`src/rtl/lab3_mem_line_word_adapter.sv`:
```
// Splits one 16B cache-line request into four 4B word transactions and reassembles one 16B response.
// Optional build macro LAB3_MEM_LINE_WORD_ADAPTER_BYPASS_EN returns the line in the cycle the last word arrives.
module lab3_mem_line_word_adapter #(
  parameter bit p_opq_check = 1'b1
) (
  input  logic         clk,
  input  logic         reset,
  // {type[2:0], opaque[7:0], addr[31:0], len[3:0], data[127:0]}
  input  logic [174:0] linereq_msg,
  input  logic         linereq_val,
  output logic         linereq_rdy,
  // {type[2:0], opaque[7:0], test[1:0], len[3:0], data[127:0]}
  output logic [144:0] lineresp_msg,
  output logic         lineresp_val,
  input  logic         lineresp_rdy,
  // {type[2:0], opaque[7:0], addr[31:0], len[1:0], data[31:0]}
  output logic [76:0]  wordreq_msg,
  output logic         wordreq_val,
  input  logic         wordreq_rdy,
  // {type[2:0], opaque[7:0], test[1:0], len[1:0], data[31:0]}
  input  logic [46:0]  wordresp_msg,
  input  logic         wordresp_val,
  output logic         wordresp_rdy
);

  localparam logic [1:0] IDLE    = 2'd0;
  localparam logic [1:0] ISSUE   = 2'd1;
  localparam logic [1:0] COLLECT = 2'd2;
  localparam logic [1:0] RESP    = 2'd3;

  localparam logic [2:0] TYPE_READ = 3'd0;

  logic [1:0]       state, state_next;
  logic [2:0]       line_type;
  logic [7:0]       line_opaque;
  logic [31:0]      line_addr;
  logic [127:0]     line_data;
  logic [2:0]       issue_cnt;
  logic [2:0]       resp_cnt, resp_cnt_next;
  logic [3:0]       slot_mask;
  logic [3:0][31:0] word_buf, resp_words;
  logic [1:0]       resp_slot;
  logic             is_read;
  logic             linereq_go, wordreq_go, wordresp_go, lineresp_go;
  logic             last_issue, resp_done, bypass_hit;
  logic             unused_bits;

  assign is_read       = (line_type == TYPE_READ);
  assign resp_slot     = p_opq_check ? wordresp_msg[37:36] : resp_cnt[1:0];
  assign linereq_go    = linereq_val && linereq_rdy;
  assign wordreq_go    = wordreq_val && wordreq_rdy;
  assign wordresp_go   = wordresp_val && wordresp_rdy;
  assign lineresp_go   = lineresp_val && lineresp_rdy;
  assign last_issue    = wordreq_go && (issue_cnt == 3'd3);
  assign resp_cnt_next = resp_cnt + {2'b00, wordresp_go};
  assign resp_done     = resp_cnt_next[2];

`ifdef LAB3_MEM_LINE_WORD_ADAPTER_BYPASS_EN
  assign bypass_hit = (state == COLLECT) && wordresp_val && (resp_cnt == 3'd3);
`else
  assign bypass_hit = 1'b0;
`endif

  // In a bypass cycle the final word is only taken together with the line response.
  always_comb begin
    linereq_rdy  = 1'b0;
    wordreq_val  = 1'b0;
    wordresp_rdy = 1'b0;
    lineresp_val = 1'b0;
    if (!reset) begin
      case (state)
        IDLE:    linereq_rdy = 1'b1;
        ISSUE: begin
          wordreq_val  = 1'b1;
          wordresp_rdy = 1'b1;
        end
        COLLECT: begin
          wordresp_rdy = bypass_hit ? lineresp_rdy : 1'b1;
          lineresp_val = bypass_hit;
        end
        default: lineresp_val = 1'b1;
      endcase
    end
  end

  always_comb begin
    state_next = state;
    case (state)
      IDLE:    if (linereq_go) state_next = ISSUE;
      ISSUE:   if (last_issue) state_next = resp_done ? RESP : COLLECT;
      COLLECT: begin
        if (bypass_hit && lineresp_go) state_next = IDLE;
        else if (resp_done)            state_next = RESP;
      end
      default: if (lineresp_go) state_next = IDLE;
    endcase
  end

  always_ff @(posedge clk) begin
    if (reset) begin
      state     <= IDLE;
      issue_cnt <= 3'd0;
      resp_cnt  <= 3'd0;
      slot_mask <= 4'd0;
    end else begin
      state <= state_next;
      if (linereq_go) begin
        issue_cnt <= 3'd0;
        resp_cnt  <= 3'd0;
        slot_mask <= 4'd0;
      end else begin
        if (wordreq_go) issue_cnt <= issue_cnt + 3'd1;
        if (wordresp_go) begin
          resp_cnt             <= resp_cnt_next;
          slot_mask[resp_slot] <= 1'b1;
        end
      end
    end
  end

  // Line fields and word buffer are always reloaded before use; a repeated slot keeps its first word.
  always_ff @(posedge clk) begin
    if (linereq_go) begin
      line_type   <= linereq_msg[174:172];
      line_opaque <= linereq_msg[171:164];
      line_addr   <= {linereq_msg[163:136], 4'b0000};
      line_data   <= linereq_msg[127:0];
    end
    if (wordresp_go && is_read && !slot_mask[resp_slot])
      word_buf[resp_slot] <= wordresp_msg[31:0];
  end

  always_comb begin
    resp_words = word_buf;
    if (bypass_hit) resp_words[resp_slot] = wordresp_msg[31:0];
  end

  assign wordreq_msg = {line_type, 6'b000000, issue_cnt[1:0],
                        line_addr + {28'd0, issue_cnt[1:0], 2'b00}, 2'b00,
                        is_read ? 32'd0 : line_data[{issue_cnt[1:0], 5'd0} +: 32]};

  assign lineresp_msg = {line_type, line_opaque, 2'b00, 4'b0000,
                         is_read ? 128'(resp_words) : 128'd0};

  assign unused_bits = ^{linereq_msg[135:128], wordresp_msg[46:38], wordresp_msg[35:32]};

endmodule

```
`config.mk`:
```
export PLATFORM = sky130hd
export DESIGN_NAME = lab3_mem_line_word_adapter
export DESIGN_NICKNAME = d
export VERILOG_FILES = /design/src/rtl/lab3_mem_line_word_adapter.sv
export SDC_FILE = /design/constraint.sdc
export NUM_CORES = 1
export LEC_CHECK = 0
export BUFFER_PORTS_ARGS = -buffer_cell sky130_fd_sc_hd__buf_2
export CAP_MARGIN = 15
export CORE_MARGIN = 8
export CORE_UTILIZATION = 35
export DETAILED_ROUTE_END_ITERATION = 8
export PLACE_DENSITY = 0.66
export SLEW_MARGIN = 20
export SYNTH_ARGS = -nofsm -noshare
export SYNTH_HDL_FRONTEND = slang
export SYNTH_SLANG_ARGS = --single-unit
```
`constraint.sdc`:
```
create_clock -name clk -period 12.51 [get_ports clk]
set_input_delay 1.251 -clock clk [delete_from_list [all_inputs] [get_ports clk]]
set_output_delay 1.251 -clock clk [all_outputs]
set_load 0.02 [all_outputs]
```
==> results of run 1 <==
-- logic make-up (layout without fill, tap and decap cells) --
kind of cell / Yosys count / after routing
other: 1 / 22
DFF: 307 / 307
buffers and inverters: 54 / 487
adders and majority gates: 8 / 8
muxes: 34 / 34
and+or+nand+nor: 200 / 200
xor gates and xnor gates: 3 / 3
AOI/OAI and AO/OA: 13 / 13
-- flip-flops by register name (all words and copies together) (netlist names) --
signal / count
issue_cnt: 3
line_addr: 28
line_data: 128
line_opaque: 8
line_type: 3
resp_cnt: 3
resp_words: 128
slot_mask: 4
state: 2
-- where the power goes --
| group | switching, uW | total [uW] | internal [uW] | leakage, uW |
|---|---|---|---|---|
| sequential | 19.0 | 1240 | 1220 | 0.00280 |
| combinational | 206 | 319 | 113 | 0.00276 |
| clock | 371 | 866 | 496 | 0.000460 |
| total | 596 | 2420 | 1830 | 0.00602 |
-- cells in the mapped netlist (all sizes together) --
master | instances | share of area [%]
or3 | 1 | 0.054
xor2 | 2 | 0.15
a21oi | 5 | 0.22
a32o | 1 | 0.086
o31ai | 1 | 0.065
conb | 1 | 0.032
dfxtp | 12 | 2.1
nand2 | 13 | 0.42
and3 | 2 | 0.11
inv | 5 | 0.16
mux4 | 32 | 6.3
buf | 31 | 2.3
nor2 | 9 | 0.29
nor2b | 6 | 0.32
ha | 8 | 0.86
a31oi | 1 | 0.054
nor4 | 2 | 0.11
mux2i | 2 | 0.17
nor3 | 3 | 0.17
o21a | 2 | 0.13
a211oi | 1 | 0.065
edfxtp | 295 | 76
o21ai | 1 | 0.043
nand3b | 1 | 0.065
nand4 | 1 | 0.054
nand2b | 1 | 0.054
a211o | 1 | 0.075
and2 | 161 | 8.7
xnor2 | 1 | 0.075
clkbuf | 18 | 0.58
-- layout by cell type (no fill, tap or decap), types with 3 or more instances in the layout --
cell type	netlist	final
buf_4	23	9
and2_1	161	160
edfxtp_1	295	295
mux4_2	29	29
nand2_1	13	13
ha_1	8	8
diode_2	0	6
conb_1	1	16
clkbuf_1	18	7
nor2b_1	6	6
buf_2	4	416
dfxtp_1	12	10
a21oi_1	5	5
clkbuf_16	0	31
clkinv_1	0	7
clkinvlp_4	0	3
nor2_1	9	9
mux4_1	3	3
clkinv_2	0	6
inv_1	5	5
-- layer usage --
metal / track usage [%] / wire length [um]
met5: 0 / 126
met4: 3.54 / 532
met3: 7.66 / 4420
met2: 25.0 / 14400
met1: 14.4 / 10200
-- worst reg2reg max path: cells and delay by family (launching register included) --
family                   cells  cell delay [ns]
buffers and inverters        3             1.73
adder cells (fa/ha/maj)      1             0.28
AND/OR/NAND/NOR              2             0.53
flip-flops                   1             0.34
-- worst min-delay path by stage --
stage                             from           end  cells after the start
after detailed placement  issue_cnt[2]  issue_cnt[2]                      2
final                      resp_cnt[0]   resp_cnt[0]                      2
after CTS                 issue_cnt[2]  issue_cnt[2]                      2
after global routing      slot_mask[1]  slot_mask[1]                      1
after floorplan           slot_mask[2]  slot_mask[2]                      2
after global placement    issue_cnt[2]  issue_cnt[2]                      2
-- through the flow --
step,instance area [um2],utilization [%],hold WS [ns],cells
floorplan,11700,-,0.438,635
global route,15000,46.1,0.501,1510
finish,15000,46.1,0.469,1516
global placement,14100,43.2,0.451,1453
CTS,15000,46.1,0.470,1510
detailed placement,14100,43.2,0.458,1453
-- layout make-up --
class                      instances  area (um2)  area share (%)
sequential                       307        9100            60.5
inverter                           5        18.8           0.125
multi-input combinational        274        2250            15.0
antenna                            6        15.0          0.0998
clock inverter                    19         150           0.998
tap                              442         553            3.68
clock buffer                      38         802            5.33
timing repair buffer             425        2150            14.3
==> results.sh, run 1 <==
export IMPL_status="complete, no violations"
export IMPL_finalMaxSlewViolations=0
export IMPL_cp_top_family="buffers and inverters"
export IMPL_synth_top_family_by_area="simple AND/OR/NAND/NOR gates"
export IMPL_core_area_um2=32600
export IMPL_critPathCapture="lineresp_msg[111]"
export IMPL_clk_pin_slew_ns=0.06
export IMPL_setup_viol=0
export IMPL_netlist_area_um2=11600
export IMPL_max_slew_margin_pct=34.6
export IMPL_fin_nets=1280
export IMPL_yosysSeqAreaShare_pct=78.3
export IMPL_synthAdderAreaFrac_pct=0.862
export IMPL_io_pins=454
export IMPL_die_area_um2=39300
export IMPL_avgSynthCellArea_um2=18.7
export IMPL_worst_path_buf_inv=2
export IMPL_overflow=0
export IMPL_via_per_inst=4.37
export IMPL_hold_path_class="reg2reg"
export IMPL_root_buffer="clkbuf_16"
export IMPL_ctsResizeCount=0
export IMPL_fin_tns_setup_ns=0
export IMPL_portBuffers=416
export IMPL_cp_data_arrival_time_ns=2.44
export IMPL_ant_nets=0
export IMPL_vias=6618
export IMPL_clock_path_buffers=3
export IMPL_worstPathMaxFanout=129
export IMPL_dp_hpwl_um=22400
export IMPL_fill_cells=2836
export IMPL_ys_seq_elements=307
export IMPL_syn2layout_area_growth_pct=29.5
export IMPL_holdBufCountCts=0
export IMPL_fin_ws_ns=8.82
export IMPL_cp_num_cells=4
export IMPL_clock_sinks=307
export IMPL_grt_util_all_layers_pct=14.1
export IMPL_gp_congestion=0.777
export IMPL_yosys_warnings=0
export IMPL_r2r_start="state[0]"
export IMPL_critical_path_slowest_cell="buf_4"
export IMPL_grt_max_degree=130
export IMPL_drc_errors=0
export IMPL_cp_end_kind="output port"
export IMPL_max_stage_delay_ns=0.68
export IMPL_path_cells="nor3_4 > buf_4 > and2_1 > buf_2"
export IMPL_power_leakage_uw=0.00602
export IMPL_synth_cell_types=35
export IMPL_synth_compound_area_share_pct=0.733
export IMPL_cts_made_buffers=31
export IMPL_syn_inst=620
export IMPL_cts_max_level=1
export IMPL_r2r_cells=6
export IMPL_grt_pass1_vias=6942
export IMPL_synth_xor_area_share_pct=0.226
export IMPL_first_pass_iters=4
export IMPL_clk_latency_ns=0.55
export IMPL_post_route_period_util_pct=29.5
export IMPL_fp_dieH_um=198
export IMPL_ir_drop_mv=0.122
export IMPL_critPathKind="reg2out"
export IMPL_fmax_ghz=0.271
export IMPL_detail_route_wl_per_cell_um=19.6
export IMPL_antenna_found_initial=14
export IMPL_grt_first_pass_wirelength_um=42200
export IMPL_critPathLaunchType="flop"
export IMPL_cp_required_ns=11.26
export IMPL_cellPowerDensity_nw_per_um2=161
export IMPL_rsz0062_at_grt="no"
export IMPL_cap_viol_max_count=0
export IMPL_initial_core_util_pct=35.6
export IMPL_hold_viol_final=0
export IMPL_pre_cts_slack_ns=8.51
export IMPL_fin_crit_ns=3.69
export IMPL_ff2ff_setup_slack_ns=9.18
export IMPL_dieWidth_um=198
export IMPL_cts_tree="built"
export IMPL_p_total_uw=2420
export IMPL_worstMarginPinSlew_ns=0.981
export IMPL_yosys_area_share_simple_pct=10.3
export IMPL_rows=66
export IMPL_postCtsSetupBuffers=0
export IMPL_regToRegEndpoint="line_data[27]"
export IMPL_drive_above_1_share_pct=47.3
export IMPL_synthMuxAreaShare_pct=6.47
export IMPL_clock_skew_ns=0.0103
export IMPL_drt_first_iter_violations=266
export IMPL_routed_wl_um=29700
export IMPL_crit_path_start="line_type[2]"
Note: power is estimated with default switching activity, not from simulation.
==> run 2: changes to the inputs <==
Clock period 12.51 ns to 3.5 ns, I/O delays scaled along.
==> results.sh, run 2 (synthesis results as in run 1) <==
export IMPL_hold_path_class="in2reg"
export IMPL_holdWs_ns=0.0291
export IMPL_switching_share_pct=24.6
export IMPL_ant_nets=0
export IMPL_fp_dieH_um=198
export IMPL_overflow=0
export IMPL_root_buffer="clkbuf_16"
export IMPL_power_leakage_uw=0.00683
export IMPL_fmax_ghz=0.358
export IMPL_detail_route_wl_per_cell_um=20.2
export IMPL_drc_errors=0
export IMPL_portBuffers=416
export IMPL_power_frac_seq_pct=49.1
export IMPL_grt_max_degree=62
export IMPL_cts_made_buffers=31
export IMPL_clock_sinks=307
export IMPL_topRoutingLayerUsed="met5"
export IMPL_critPathLaunchType="flop"
export IMPL_core_area_um2=32600
export IMPL_route_met2_wl_um=16800
export IMPL_critical_path_slowest_cell="nor3_4"
export IMPL_switchingPower_uw=2230
export IMPL_fin_crit_ns=2.79
export IMPL_r2r_cells=10
export IMPL_routed_wl_um=34300
export IMPL_die_area_um2=39300
export IMPL_grt_first_pass_wirelength_um=49200
export IMPL_r2r_start="state[0]"
export IMPL_cts_max_level=1
export IMPL_min_from="wordresp_msg[5]"
export IMPL_met1Wirelength_um=13000
export IMPL_cp_end_kind="output port"
export IMPL_cap_viol_max_count=0
export IMPL_min_delay_worst_endpoint="resp_words[5]"
export IMPL_post_route_period_util_pct=79.8
export IMPL_ir_drop_mv=0.463
export IMPL_ff2ff_setup_slack_ns=1.17
export IMPL_path_cells="nor3_4 > buf_4 > and2_1 > buf_2"
export IMPL_finalMaxSlewViolations=0
export IMPL_worst_path_buf_inv=2
export IMPL_final_common_cell="buf_2"
export IMPL_ctsResizeCount=0
export IMPL_cp_data_arrival_time_ns=2.44
export IMPL_io_pins=454
export IMPL_dp_hpwl_um=23100
export IMPL_comb_power_share_pct=15.1
export IMPL_worstMarginPinSlew_ns=0.754
export IMPL_grt_util_all_layers_pct=16.3
export IMPL_internal_power_uw=6820
export IMPL_antenna_found_initial=3
export IMPL_cellPowerDensity_nw_per_um2=535
export IMPL_max_stage_delay_ns=0.48
export IMPL_clk_pin_slew_ns=0.06
export IMPL_clk_latency_ns=0.56
export IMPL_whs_path_depth=1
export IMPL_drt_first_iter_violations=385
export IMPL_clkPwrFrac_pct=35.8
export IMPL_mostFrequentLayoutCells="buf_2 (416), edfxtp_1 (295), dlygate4sd3_1 (175)"
export IMPL_clock_skew_ns=0.0203
export IMPL_via_per_inst=4.47
export IMPL_cp_top_family="simple AND/OR/NAND/NOR gates"
export IMPL_cts_tree="built"
export IMPL_gp_congestion=0.778
export IMPL_syn2layout_area_growth_pct=45.5
export IMPL_dieWidth_um=198
export IMPL_cp_required_ns=3.15
export IMPL_p_total_uw=9040
export IMPL_rsz0062_at_grt="no"
export IMPL_vias=7568
export IMPL_max_slew_margin_pct=49.7
export IMPL_first_pass_iters=4
export IMPL_worstPathMaxFanout=61
export IMPL_setup_viol=0
export IMPL_regToRegEndpoint="state[1]"
export IMPL_fill_cells=2632
export IMPL_status="complete, no violations"
export IMPL_grt_pass1_vias=7988
export IMPL_dr_wl_met3_um=3610
export IMPL_critPathKind="reg2out"
export IMPL_initial_core_util_pct=35.6
export IMPL_drive_above_1_share_pct=40.9
export IMPL_hold_viol_final=0
export IMPL_rows=66
export IMPL_fin_nets=1463
export IMPL_clock_path_buffers=3
## run 2: metrics by stage
step	util [%]	TNS, ns	cells	area (um2)	worst slack [ns]
global route	51.8	0	1693	16900	0.572
CTS	51.8	0	1691	16900	0.649
global placement	43.4	0	1461	14200	1.24
detailed placement	43.4	0	1461	14200	1.18
floorplan	-	-93.89	635	11700	-1.17
finish	51.8	0	1693	16900	0.708
## run 2: layout make-up
cell class	instances	area, um2	share of cell area, %
Clock inverter	18	188	1.11
Multi-Input combinational cell	274	2250	13.3
Tap cell	442	553	3.27
Antenna cell	2	5.00	0.0296
Sequential cell	307	9100	53.8
Timing Repair Buffer	608	3990	23.6
Inverter	5	18.8	0.111
Clock buffer	37	798	4.72
## run 2: power by group through the flow
| stage | combinational (uW) | clock [uW] | sequential, uW |
|---|---|---|---|
| floorplan | 656 | 0 | 4550 |
| CTS | 1360 | 3290 | 4430 |
| finish | 1360 | 3240 | 4440 |
| detailed placement | 1200 | 0 | 4510 |
| global route | 1460 | 3440 | 4460 |
| global placement | 1180 | 0 | 4500 |
## run 2: layer usage
layer	global-route usage, %	up-vias
li1	-	3477
met1	18.9	3620
met2	28.8	427
met3	5.33	42
met4	4.29	2
met5	0	-
## run 2: how the worst max path moves through the flow
stage | slack, ns | cells after the start | startpoint | endpoint
floorplan | -1.17 | 6 | state[0] | resp_words[0]
global placement | 1.24 | 7 | state[0] | resp_words[19]
detailed placement | 1.18 | 7 | state[0] | resp_words[53]
CTS | 0.65 | 4 | line_type[2] | lineresp_msg[78]
global route | 0.57 | 4 | line_type[2] | lineresp_msg[78]
finish | 0.71 | 4 | line_type[2] | lineresp_msg[78]
## run 2: timing repair
| action | in CTS | in global routing |
|---|---|---|
| setup buffers | 0 | 0 |
| hold buffers | 175 | 0 |
| setup endpoints to repair | 0 | 0 |
| endpoints found under the hold margin | 195 | 0 |
==> run 3: changes to the inputs <==
Settings changed: PLACE_DENSITY 0.66 to 0.68.
Clock period 3.5 ns to 2.4 ns, I/O delays scaled along.
==> results.sh, run 3 (synthesis results as in run 1) <==
export IMPL_mostFrequentLayoutCells="buf_2 (413), edfxtp_1 (295), dlygate4sd3_1 (201)"
export IMPL_grt_util_all_layers_pct=16.7
export IMPL_via_per_inst=4.46
export IMPL_cp_required_ns=2.16
export IMPL_die_area_um2=39300
export IMPL_vias=7721
export IMPL_dp_hpwl_um=22700
export IMPL_fill_cells=2515
export IMPL_cellPowerDensity_nw_per_um2=772
export IMPL_drc_errors=0
export IMPL_initial_core_util_pct=35.6
export IMPL_fin_nets=1498
export IMPL_stdcell_count=1732
export IMPL_ant_nets=0
export IMPL_rsz0062_at_grt="yes"
export IMPL_fin_tns_setup_ns=0
export IMPL_grt_pass1_vias=8369
export IMPL_routed_wl_um=35300
export IMPL_dp_cells=1460
export IMPL_critPathKind="reg2out"
export IMPL_drt_first_iter_violations=335
export IMPL_clock_skew_ns=0.00922
export IMPL_power_frac_seq_pct=47.8
export IMPL_dieWidth_um=198
export IMPL_drive_above_1_share_pct=41.6
export IMPL_fmax_ghz=0.430
export IMPL_switchingPower_uw=3290
export IMPL_cap_viol_max_count=0
export IMPL_worstPathMaxFanout=10
export IMPL_finalMaxSlewViolations=0
export IMPL_grt_first_pass_wirelength_um=50300
export IMPL_fp_dieH_um=198
export IMPL_p_total_uw=13500
export IMPL_core_area_um2=32600
export IMPL_grt_max_degree=67
export IMPL_comb_power_share_pct=15.7
export IMPL_gp_congestion=0.795
export IMPL_portBuffers=416
export IMPL_detail_route_wl_per_cell_um=20.4
export IMPL_fin_crit_ns=2.33
export IMPL_switching_share_pct=24.3
export IMPL_clk_latency_ns=0.55
export IMPL_regArea_um2=9110
export IMPL_io_pins=454
export IMPL_post_route_period_util_pct=97.0
export IMPL_critPathLaunchType="flop"
export IMPL_cp_data_arrival_time_ns=2.09
export IMPL_cts_max_level=1
export IMPL_clk_pin_slew_ns=0.06
export IMPL_multiInputGateArea_um2=2310
export IMPL_power_leakage_uw=0.00706
export IMPL_overflow=0
export IMPL_hold_path_class="in2reg"
export IMPL_hold_viol_final=0
export IMPL_cts_tree="built"
export IMPL_internal_power_uw=10300
export IMPL_utilization_pct=53.8
export IMPL_ir_drop_mv=0.688
export IMPL_status="complete, no violations"
export IMPL_cts_made_buffers=30
export IMPL_rows=66
export IMPL_final_common_cell="buf_2"
export IMPL_clock_path_buffers=3
export IMPL_first_pass_iters=4
export IMPL_syn2layout_area_growth_pct=51.0
export IMPL_clock_sinks=307
export IMPL_cp_end_kind="output port"
export IMPL_antenna_found_initial=5
export IMPL_root_buffer="clkbuf_16"
export IMPL_clkPwrFrac_pct=36.5
export IMPL_setup_viol=0
==> run 3: per-stage QoR <==
step                area [um2]  setup WS [ns]  hold slack (ns)
floorplan                11800         -0.202            0.339
global placement         14300          0.275            0.417
detailed placement       14300          0.262            0.418
CTS                      17500       0.000125           0.0205
global route             17500        -0.0129           0.0390
finish                   17500         0.0724           0.0472
==> run 3: per-layer routing <==
metal / wire length [um] / GRT usage (%) / share of wire (%) / vias up
li1: - / - / - / 3558
met1: 13000 / 18.9 / 37 / 3668
met2: 17500 / 29.4 / 50 / 440
met3: 3930 / 5.77 / 11 / 55
met4: 839 / 4.92 / 2.4 / 0
met5: 0 / 0 / 0 / -
==> run 3: repair_timing <==
action,CTS,global route
pin swaps,1,0
setup buffers,7,1
hold endpoints to repair,297,0
hold buffers,201,0
gates cloned,1,2
gates resized for setup,7,5
setup endpoints to repair,38,63
==> run 3: final timing paths <==
path	cells past startpoint	to	slack (ns)	from
min reg2reg	2	resp_cnt[0]	0.47	resp_cnt[0]
max	4	wordreq_msg[3]	0.07	issue_cnt[0]
min	3	slot_mask[0]	0.05	linereq_val
max reg2reg	10	state[1]	0.24	state[1]
==> run 3: critical path: stages (launching register included) <==
cell	delay, ns
dfxtp_4	0.44
buf_12	0.17
mux4_2	0.57
and2_1	0.19
buf_2	0.16
==> run 3: power by group through the flow <==
stage	logic [uW]	registers, uW	clock network, uW
global route	2280	6500	5280
global placement	1760	6560	0
CTS	2100	6460	5040
detailed placement	1790	6580	0
floorplan	999	6640	0
finish	2130	6470	4940
==> run 3: final cells by class <==
cell class | instances | area share [%]
clock inverters | 19 | 1.41
flip-flops and latches | 307 | 51.9
clock buffers | 36 | 4.53
multi-input cells | 274 | 13.2
diodes | 5 | 0.0713
well taps | 442 | 3.15
inverters | 5 | 0.107
repair buffers | 644 | 25.6
